**src/rtl/cic_decim_ctrl.sv**
```systemverilog
// CIC decimator control: sequences integrator/comb resets, gates input
// samples into the integrator chain, counts samples modulo R and times the
// comb enable / output valid pulses to line up with the datapath latency.
module cic_decim_ctrl #(
    parameter int DIN_WIDTH  = 16,
    parameter int STAGES     = 3,
    parameter int RATE_WIDTH = 16
) (
    input  logic                        clk_in,
    input  logic                        rst,
    input  logic signed [DIN_WIDTH-1:0] din,
    input  logic                        din_valid,
    input  logic [RATE_WIDTH-1:0]       cfg_rate,
    input  logic                        cfg_load,
    input  logic                        cfg_start,
    input  logic                        cfg_stop,
    output logic signed [DIN_WIDTH-1:0] din_int,
    output logic                        int_rst,
    output logic                        comb_rst,
    output logic                        comb_en,
    output logic                        dout_valid,
    output logic                        cfg_err,
    output logic                        busy,
    output logic [1:0]                  state
);

    typedef enum logic [1:0] {
        ST_IDLE  = 2'd0,
        ST_FLUSH = 2'd1,
        ST_RUN   = 2'd2,
        ST_DRAIN = 2'd3
    } state_t;

    // Tick pipeline: bit k is set k edges after the edge that accepted the
    // tick sample. comb_en taps bit STAGES+1, dout_valid taps bit 2*STAGES+1.
    localparam int PIPE_LEN = 2 * STAGES + 2;
    localparam int PH_W     = (2 * STAGES > 1) ? $clog2(2 * STAGES) : 1;

    state_t                         state_q, state_d;
    logic [RATE_WIDTH-1:0]          rate_q, rate_d;
    logic [RATE_WIDTH-1:0]          cnt_q, cnt_d;
    logic [PH_W-1:0]                phase_q, phase_d;
    logic [PIPE_LEN-1:0]            pipe_q, pipe_d;
    logic signed [DIN_WIDTH-1:0]    din_int_q, din_int_d;
    logic                           int_rst_q, int_rst_d;
    logic                           comb_rst_q, comb_rst_d;
    logic                           cfg_err_q, cfg_err_d;
    logic                           busy_q, busy_d;

    logic accept;
    logic load_ok;
    logic load_bad;
    logic abort;

    // Next-state logic: strobe arbitration, sample counting, tick timing
    always_comb begin
        state_d   = state_q;
        rate_d    = rate_q;
        cnt_d     = cnt_q;
        phase_d   = phase_q;
        pipe_d    = {pipe_q[PIPE_LEN-2:0], 1'b0};
        cfg_err_d = 1'b0;
        abort     = 1'b0;

        accept   = (state_q == ST_RUN) && din_valid;
        load_ok  = cfg_load && (cfg_rate >= RATE_WIDTH'(2));
        load_bad = cfg_load && !load_ok;

        // Idle cycles feed zeros so the free-running integrators hold value
        din_int_d = accept ? din : '0;

        // Sample counter modulo R; the R-th sample launches a tick
        if (accept) begin
            if (cnt_q == rate_q - RATE_WIDTH'(1)) begin
                cnt_d     = '0;
                pipe_d[0] = 1'b1;
            end else begin
                cnt_d = cnt_q + RATE_WIDTH'(1);
            end
        end

        if (load_bad) begin
            cfg_err_d = 1'b1;
        end
        if (load_ok) begin
            rate_d = cfg_rate;
        end

        unique case (state_q)
            ST_IDLE: begin
                // Any load on the same cycle outranks start
                if (cfg_start && !cfg_load) begin
                    state_d = ST_FLUSH;
                    phase_d = '0;
                end
            end
            ST_FLUSH: begin
                if (phase_q == PH_W'(STAGES)) begin
                    state_d = ST_RUN;
                    phase_d = '0;
                end else begin
                    phase_d = phase_q + PH_W'(1);
                end
            end
            ST_RUN: begin
                if (load_ok) begin
                    abort = 1'b1;
                end else if (cfg_stop && !cfg_load) begin
                    state_d = ST_DRAIN;
                    phase_d = '0;
                end
            end
            ST_DRAIN: begin
                if (load_ok) begin
                    abort = 1'b1;
                end else if (phase_q == PH_W'(2 * STAGES - 1)) begin
                    state_d = ST_IDLE;
                    phase_d = '0;
                end else begin
                    phase_d = phase_q + PH_W'(1);
                end
            end
            default: state_d = ST_IDLE;
        endcase

        // A new rate mid-stream discards all in-flight work and re-flushes
        if (abort) begin
            state_d = ST_FLUSH;
            phase_d = '0;
            pipe_d  = '0;
        end

        // Partial counts never survive leaving RUN
        if (state_d != ST_RUN) begin
            cnt_d = '0;
        end

        int_rst_d  = (state_d == ST_IDLE) || (state_d == ST_FLUSH);
        comb_rst_d = (state_d == ST_IDLE) || (state_d == ST_FLUSH);
        busy_d     = (state_d != ST_IDLE);
    end

    // State and registered outputs, cleared asynchronously by rst
    always_ff @(posedge clk_in or posedge rst) begin
        if (rst) begin
            state_q    <= ST_IDLE;
            rate_q     <= RATE_WIDTH'(2);
            cnt_q      <= '0;
            phase_q    <= '0;
            pipe_q     <= '0;
            din_int_q  <= '0;
            int_rst_q  <= 1'b1;
            comb_rst_q <= 1'b1;
            cfg_err_q  <= 1'b0;
            busy_q     <= 1'b0;
        end else begin
            state_q    <= state_d;
            rate_q     <= rate_d;
            cnt_q      <= cnt_d;
            phase_q    <= phase_d;
            pipe_q     <= pipe_d;
            din_int_q  <= din_int_d;
            int_rst_q  <= int_rst_d;
            comb_rst_q <= comb_rst_d;
            cfg_err_q  <= cfg_err_d;
            busy_q     <= busy_d;
        end
    end

    assign din_int    = din_int_q;
    assign int_rst    = int_rst_q;
    assign comb_rst   = comb_rst_q;
    assign comb_en    = pipe_q[STAGES+1];
    assign dout_valid = pipe_q[2*STAGES+1];
    assign cfg_err    = cfg_err_q;
    assign busy       = busy_q;
    assign state      = state_q;

endmodule
```
**config.mk**
```make
export PLATFORM = sky130hd
export DESIGN_NAME = cic_decim_ctrl
export DESIGN_NICKNAME = d
export VERILOG_FILES = /design/src/rtl/cic_decim_ctrl.sv
export SDC_FILE = /design/constraint.sdc
export NUM_CORES = 1
export LEC_CHECK = 0
export CAP_MARGIN = 0
export CORE_UTILIZATION = 53
export CTS_BUF_LIST = sky130_fd_sc_hd__clkbuf_16
export DETAILED_ROUTE_END_ITERATION = 12
export PLACE_DENSITY = 0.78
export SKIP_LAST_GASP = 1
export SYNTH_ARGS = -nofsm -noshare
export SYNTH_HDL_FRONTEND = slang
export SYNTH_SLANG_ARGS = --single-unit
```
**constraint.sdc**
```tcl
create_clock -name clk_in -period 3.05 [get_ports clk_in]
set_input_delay 0.915 -clock clk_in [delete_from_list [all_inputs] [get_ports clk_in]]
set_output_delay 0.915 -clock clk_in [all_outputs]
set_load 0.02 [all_outputs]
```
After elaboration in Yosys (flattened, before gate mapping)
Cells that the tools add are included.

Bits in registers: 64. Latch bits: 0. RAM bits: 0. ROM bits: 0. Input bits: 38. Output and inout port bits: 24. Word-level logic and storage cells: 65. Memories kept: 0.

$add $sub $neg: 3. Multipliers: 0. Divide/modulo/power cells: 0. Order comparisons: 1. Eq/ne operators: 12. Shift operators: 0. Muxes and demuxes: 26. Bitwise gates (word level): 0. Reduce and logical (&&, ||, !) cells: 14.

Operators by type and width (count): two-way mux 16 bit (4); two-way mux 3 bit (7); adder 16 x 1 -> 16 bit (second input constant) (1); equality test 16 bit (1); >= comparator 16 x 2 -> 1 bit (second input constant) (1); subtractor 16 x 1 -> 16 bit (second input constant) (1); two-way mux 2 bit (7); one-hot mux 3 bit (4 select lines) (1); inequality test 3 bit (second input constant) (3); two-way mux 8 bit (1); one-hot mux 2 bit (4 select lines) (1); logical AND 1 bit (5); two-way mux 1 bit (5); equality test 2 x 1 -> 1 bit (second input constant) (2); equality test 2 bit (second input constant) (2); zero test 2 bit (2); AND reduction 4 bit (1); nonzero test 2 bit (2); adder 3 x 1 -> 3 bit (second input constant) (1); equality test 3 x 2 -> 1 bit (second input constant) (1); equality test 3 bit (second input constant) (1); inequality test 3 x 2 -> 1 bit (second input constant) (1); zero test 1 bit (2); inequality test 2 bit (second input constant) (1); 2 further kinds (2).

Longest topological paths before layout
Gate-level depths: netlist of the first run.

Depth after elaboration: 8. Gate-level depth with buffers: 12. Gate-level depth less buffers: 9.

Worst setup path after synthesis of the first run
Ideal clock, no wire load.

Kind: input port to flip-flop. Start: in cfg_rate[15]. End: reg cnt_q[2]. Library setup time: 0.096 ns. Arrival: 2.450 ns. Data required time: 2.954 ns. Path slack: 0.505 ns. Stages: 8. Buffers on the path: 1. Cells stage by stage: nor4_1 nand4_1 and2_1 o22ai_1 nand2_1 dlymetal6s2s_1 a211o_1 o31ai_1.

Cells in the longest elaborated chain, start to end: 7. Elaborated cells on any way between the ends: 11. Classes of those cells: order compare: 1; eq/ne: 1; mux: 7; reduce/logical: 2.

RTL lines: from (decl) (line 13) `input logic [RATE_WIDTH-1:0] cfg_rate,`; >= comparator 16 x 2 -> 1 bit (*) (line 66) `load_ok = cfg_load && (cfg_rate >= RATE_WIDTH'(2));`; logical AND 1 bit (*) (line 66); two-way mux 2 bit, or another cell as far along (line 114) `if (load_ok) begin`; one-hot mux 2 bit (4 select lines) or two-way mux 1 bit (tied branches); two-way mux 2 bit (*) (line 127) `if (abort) begin`; net state_d[1] (line 39) `state_t state_q, state_d;`; inequality test 2 bit (*) (line 134) `if (state_d != ST_RUN) begin`; two-way mux 16 bit or nonzero test 2 bit (tied branches); to (signal assigned) (line 159) `cnt_q <= cnt_d;`; to (decl) (line 41) `logic [RATE_WIDTH-1:0] cnt_q, cnt_d;`.

The timed path passes the listed nets; every way through them passes the cells marked *. A chain may end at the register's enable or synchronous reset.

Worst setup path after layout of the first run
Start: reg rate_q[1]. End: reg cnt_q[4].

Cells in the longest elaborated chain, start to end: 5.

RTL lines: from (decl) (line 40) `logic [RATE_WIDTH-1:0] rate_q, rate_d;`; from (signal assigned) (line 158) `rate_q <= rate_d;`; subtractor 16 x 1 -> 16 bit (line 74) `if (cnt_q == rate_q - RATE_WIDTH'(1)) begin`; equality test 16 bit (line 74); two-way mux 16 bit (line 74); two-way mux 16 bit (line 73) `if (accept) begin`; two-way mux 16 bit (line 134).

No other way between the ends. The select of a mux whose other input is x is not followed.

==> summary.txt, run 1 <==
Status - complete, but fails checks
Failing checks - design-rule violations
Cell with the most instances after synthesis - nand2_1
Pin count of the biggest net entering global routing - 33
Commonest cells in the netlist - 87 x nand2_1, 62 x dfrtp_1, 25 x and2_1
Highest Signal Layer - met4
GRT overflow - 0
Layout cells sized above 1 - 10.4%
Period utilization - 90.5%
Boundary Pins - 62
CTS tree - done
Htree depth - 3
Yosys Warn Count - 0
Post-route minimum period - 2.76 ns
F_max - 362 MHz
Max incr delay on CP - 0.54 ns
Final Wtd Congestion - 0.877
Final Core Density - 71.1%
Cell type with the largest total area after synthesis - dfrtp_1
Worst slew pin tran - 0.545 ns
Core area - 0.00649 mm2
Syn nets - 445
Sequential element share of the synthesized area - 44.0%
FP Rows - 29
Routed wire length - 8250 um
Routed wl met2 - 4230 um
Max-slew violations - 0
Worst Path Arrival - 2.96 ns
Post-DRT Antenna Nets - 0
Fin area - 0.00462 mm2
Clock Sinks - 64
Vias in the first global route - 3030
Port Buffer Count - 61
Synth area leaders - dfrtp_1 43%, nand2_1 9.0%, and2_1 4.3%
Worst setup path category - reg -> reg
Vias per cell - 5.81
DRT met1 WL - 3480 um
Fin nets - 502
Routed via count - 3129
Final Power - 2.70 mW
Clock-pin transition on the worst setup and hold timing paths - 0.05 ns
Initial DRT Pass Iterations - 8
Max-Cap Viols - 0
Synth Cell Area - 0.00364 mm2
Cell Count Post-Placement - 523
CTS Buf Count - 9
Post-CTS Resized - 0
Critical path's slowest cell - dfstp_2
Dpl hpwl - 5930 um
Hold Fails Final Rpt - 0
CP max FO - 11
Die extent in x - 84.9 um
RSZ-0062 raised after global routing - no
Number of distinct library cells after synthesis - 63
TNS Setup - 0 ns
Worst setup margin - 0.291 ns
Worst Clk Skew - 0.00457 ns
Initial drt markers - 136
Relative slew slack - 63.5%
Gate Count Post-Synth - 400
Worst-path cell chain - inv_1 > ha_1 > nor3b_1 > buf_4 > a211o_1 > o2111a_1 > a311oi_1 > and4b_1 > buf_4 > a211o_1 > o21ai_1
Primary FF master, synth - dfrtp_1
GRT Total Usage - 24.8%
PwrDens - 585 mW/mm2
CTS Root Cell - clkbuf_16
Pre-CTS setup slack - 0.0840 ns
Final Setup Violations - 0
Placed Area - 0.00431 mm2
Top cell type's share of synthesized area - 42.6%
Hold Crit Class - reg -> reg
Number of synthesized flops with an enable pin - 0
Die height - 84.9 um
Mapped Avg Cell Area - 9.11 um2
WL met3 - 389 um
# hold bufs at CTS - 0
CP Launch Type - flip-flop
Cell Count, Final, Fillers Out - 539
Max clock buf depth - 2
Static Leak - 1.95 nW
WP data required - 3.25 ns
Hold WS - 0.452 ns
Initial antenna violation count - 0
Antenna Cells - 0
Async S/R FF share, synth - 100%
DRC - 3
Number of synthesized register bits - 64
First-pass GRT wire length - 14000 um
Area grow syn2layout - 26.8%
WL/cell - 15.3 um
Die area - 0.00721 mm2
Setup Fix Bufs, Post-CTS - 0
VDD IR max - 0.447 mV
Worst R2R Setup Slack - 0.29 ns
Initial Util - 56.1%
Worst setup EP type - flip-flop
Worst skew pair latency - 0.33 ns
worst max-delay path, delay by kind of cell, from the launching register on:
family / cells / cell delay (ns)
compound gates: 5 / 0.83
fa+ha+maj: 1 / 0.22
buf+inv: 3 / 0.48
flops: 1 / 0.54
simple gates: 2 / 0.56
cell usage in the layout, fill, tap and decap left out, types with 3 or more instances in the layout:
master | Yosys | routed
dfrtp_1 | 62 | 62
nor3_1 | 6 | 6
a21oi_1 | 6 | 6
and2_1 | 25 | 25
or3_2 | 3 | 3
nor3b_1 | 4 | 3
a211o_1 | 14 | 14
nand4_1 | 11 | 11
mux2_2 | 3 | 3
nand2b_1 | 3 | 3
nand3b_1 | 3 | 3
nor4_1 | 6 | 6
o21ai_1 | 11 | 11
or2_2 | 3 | 3
and4b_1 | 3 | 3
clkbuf_16 | 0 | 9
a211oi_1 | 4 | 4
inv_1 | 13 | 13
nand3_1 | 9 | 9
buf_4 | 7 | 8
clkdlybuf4s50_1 | 0 | 61
or3_1 | 14 | 14
xor2_1 | 12 | 12
o21ai_0 | 8 | 8
nand2_1 | 87 | 87
nor2_1 | 10 | 10
ha_1 | 7 | 7
xnor2_1 | 8 | 8
where the power goes:
group | switching [mW] | internal [mW] | total, mW
Sequential | 0.109 | 0.923 | 1.03
Combinational | 0.318 | 0.285 | 0.603
Clock | 0.359 | 0.708 | 1.07
Total | 0.786 | 1.92 | 2.70
layer usage:
layer | up-vias | track usage, %
li1 | 1500 | -
met1 | 1515 | 30.4
met2 | 99 | 43.1
met3 | 15 | 4.38
met4 | 0 | 10.8
met5 | - | 0
layout make-up:
type / count / area, um2
Tap cell: 77 / 96.3
Clock inverter: 7 / 88.8
Timing Repair Buffer: 71 / 711
Clock buffer: 9 / 225
Multi-Input combinational cell: 298 / 1850
Fill cell: 484 / 1880
Sequential cell: 64 / 1600
Inverter: 13 / 48.8
cells by family (layout without fill, tap and decap cells):
family	after synthesis	count (layout)	share of synthesized area, %
and+or+nand+nor	204	204	29.9
xor gates and xnor gates	20	20	4.81
muxes	4	4	1.20
AOI/OAI and AO/OA	63	63	12.2
buffers and inverters	38	100	5.46
DFF	64	64	44.0
adders and majority gates	7	7	2.40
registers in the layout (all words and copies together) (netlist names):
register  cells
comb_rst      1
pipe_q        8
din_int      16
busy          1
cnt_q        16
cfg_err       1
rate_q       16
phase_q       3
state         2
worst paths after layout:
check                           cells after the start        end       from
max in group asynchronous                           3  rate_q[9]        rst
worst max-delay path                               11   cnt_q[4]  rate_q[1]
worst max register to register                     11   cnt_q[4]  rate_q[1]
worst min-delay path                                1  pipe_q[2]  pipe_q[1]
worst min register to register                      1  pipe_q[2]  pipe_q[1]
min in group asynchronous                           2   state[0]        rst
No activity file was read; power rests on OpenSTA's default activity.
==> inputs of run 2 (changes only) <==
--- a/config.mk
+++ b/config.mk
@@ -9,7 +9,7 @@
 export CORE_UTILIZATION = 53
 export CTS_BUF_LIST = sky130_fd_sc_hd__clkbuf_16
 export DETAILED_ROUTE_END_ITERATION = 12
-export PLACE_DENSITY = 0.78
+export PLACE_DENSITY = 0.83
 export SKIP_LAST_GASP = 1
 export SYNTH_ARGS = -nofsm -noshare
 export SYNTH_HDL_FRONTEND = slang
==> constraint.sdc (replaced) <==
create_clock -name clk_in -period 3.1 [get_ports clk_in]
set_input_delay 0.93 -clock clk_in [delete_from_list [all_inputs] [get_ports clk_in]]
set_output_delay 0.93 -clock clk_in [all_outputs]
set_load 0.02 [all_outputs]
==> summary.txt, run 2 (synthesized netlist as in run 1, its figures left out) <==
Status - complete, but fails checks
Failing checks - design-rule violations
Vias in the first global route - 2972
Max-Cap Viols - 0
Post-CTS Resized - 0
R2R Path Start - rate_q[1]
Fin area - 0.00457 mm2
Max clock buf depth - 2
CTS Buf Count - 9
Post-DRT Antenna Nets - 0
F_max - 370 MHz
Power share of the sequential group - 40.4%
Switching Share - 31.4%
Worst setup path category - reg -> reg
Routed via count - 3092
Worst Path Arrival - 2.96 ns
Worst setup EP type - flip-flop
RSZ-0062 raised after global routing - no
CTS Root Cell - clkbuf_16
Filler cells - 474
Placed Area - 0.00429 mm2
Net switching power figure - 0.786 mW
Routed wire length - 8220 um
Hold Crit Class - reg -> reg
Fin nets - 502
DRC - 4
Cell Count, Final, Fillers Out - 539
Most frequent cells in the layout - 87 x nand2_1, 62 x dfrtp_1, 61 x clkdlybuf4s50_1
Die extent in x - 84.9 um
Initial drt markers - 257
Antenna Cells - 0
Initial antenna violation count - 0
Pin count of the biggest net entering global routing - 36
Final Setup Violations - 0
Static Leak - 1.92 nW
Initial Util - 56.1%
PwrDens - 549 mW/mm2
WP data required - 3.35 ns
Max-slew violations - 0
Vias per cell - 5.74
TNS Setup - 0 ns
Core area - 0.00649 mm2
Clock-pin transition on the worst setup and hold timing paths - 0.05 ns
Combinational Power Share - 23.6%
Htree depth - 3
Reg2reg path depth - 11
Worst slew pin tran - 0.576 ns
# hold bufs at CTS - 0
Post-route minimum period - 2.70 ns
VDD IR max - 0.463 mV
WL/cell - 15.3 um
GRT Total Usage - 25.4%
Worst Clk Skew - 0.00367 ns
Area of the multi-input gates - 0.00185 mm2
First-pass GRT wire length - 14200 um
Layout cells sized above 1 - 10.4%
CP Launch Type - flip-flop
GRT overflow - 0
Die area - 0.00721 mm2
Initial DRT Pass Iterations - 8
Most common cell after layout, fill and taps aside - nand2_1
Clock share of power - 35.9%
Setup Fix Bufs, Post-CTS - 0
CP max FO - 15
Cell Count Post-Placement - 523
Worst skew pair latency - 0.33 ns
FP Rows - 29
Hold Fails Final Rpt - 0
Final Wtd Congestion - 0.899
Internal power - 1.72 mW
Seq. cell area - 0.00160 mm2
Period utilization - 87.2%
Hold endpoint - pipe_q[1]
CTS tree - done
Die height - 84.9 um
RR Endpoint - cnt_q[0]
Relative slew slack - 61.4%
Hold Crit Depth - 1
Hold Path Origin - pipe_q[0]
Worst R2R Setup Slack - 0.40 ns
Dpl hpwl - 5880 um
Port Buffer Count - 61
Final Power - 2.51 mW
Clock Sinks - 64
Boundary Pins - 62
Area grow syn2layout - 25.3%
run 2: cell count changes in the layout (fill, tap and decap cells not counted), sizes merged:
cell / previous run / this run
inv: 14 / 13
bufinv: 2 / 0
clkinv: 2 / 4
clkinvlp: 2 / 3
run 2: how the worst max path moves through the flow:
stage,startpoint,to,slack (ns),cells after the start
finish,rate_q[1],cnt_q[0],0.40,11
global route,cfg_rate[15],phase_q[2],0.17,7
CTS,rate_q[1],cnt_q[0],0.41,11
detailed placement,cfg_rate[12],phase_q[2],0.09,7
global placement,cfg_rate[1],cnt_q[2],0.18,9
floorplan,cfg_rate[15],cnt_q[2],0.54,8
run 2: power groups by stage:
stage          clock network (mW)  logic [mW]  registers, mW
2_1_floorplan                   0       0.384           1.01
3_3_place_gp                    0       0.566           1.02
3_5_place_dp                    0       0.589           1.03
4_1_cts                     0.915       0.594           1.01
5_1_grt                     0.959       0.649           1.03
6_report                    0.901       0.593           1.01
run 2: critical path: stages, from the launching register on:
cell and delay, ns:
dfstp_2 0.54, inv_1 0.06, ha_1 0.22, nor3b_1 0.15, buf_4 0.18, and2_1 0.24, a21oi_1 0.20, o211ai_1 0.15
and4b_1 0.23, buf_4 0.19, or3_1 0.32, a21oi_1 0.14
run 2: per-layer routing:
metal	routed length, um	track usage (%)	vias up
met5	0	0	-
met4	106	9.40	0
met3	438	6.03	10
met2	4170	42.1	101
met1	3500	32.7	1479
li1	-	-	1502
run 2: stage by stage:
stage	setup slack (ns)	hold WS [ns]	utilization (%)
final	0.397	0.449	70.3
after global routing	0.171	0.465	70.3
after CTS	0.410	0.450	70.3
after detailed placement	0.0923	0.439	66.1
after global placement	0.179	0.433	66.1
after floorplan	0.540	0.428	-
run 2: area by class of cell:
type	count	share of cell area, %
Multi-Input combinational cell	298	40.4
Tap cell	77	2.11
Clock inverter	7	1.07
Timing Repair Buffer	71	15.3
Clock buffer	9	4.93
Inverter	13	1.07
Sequential cell	64	35.1
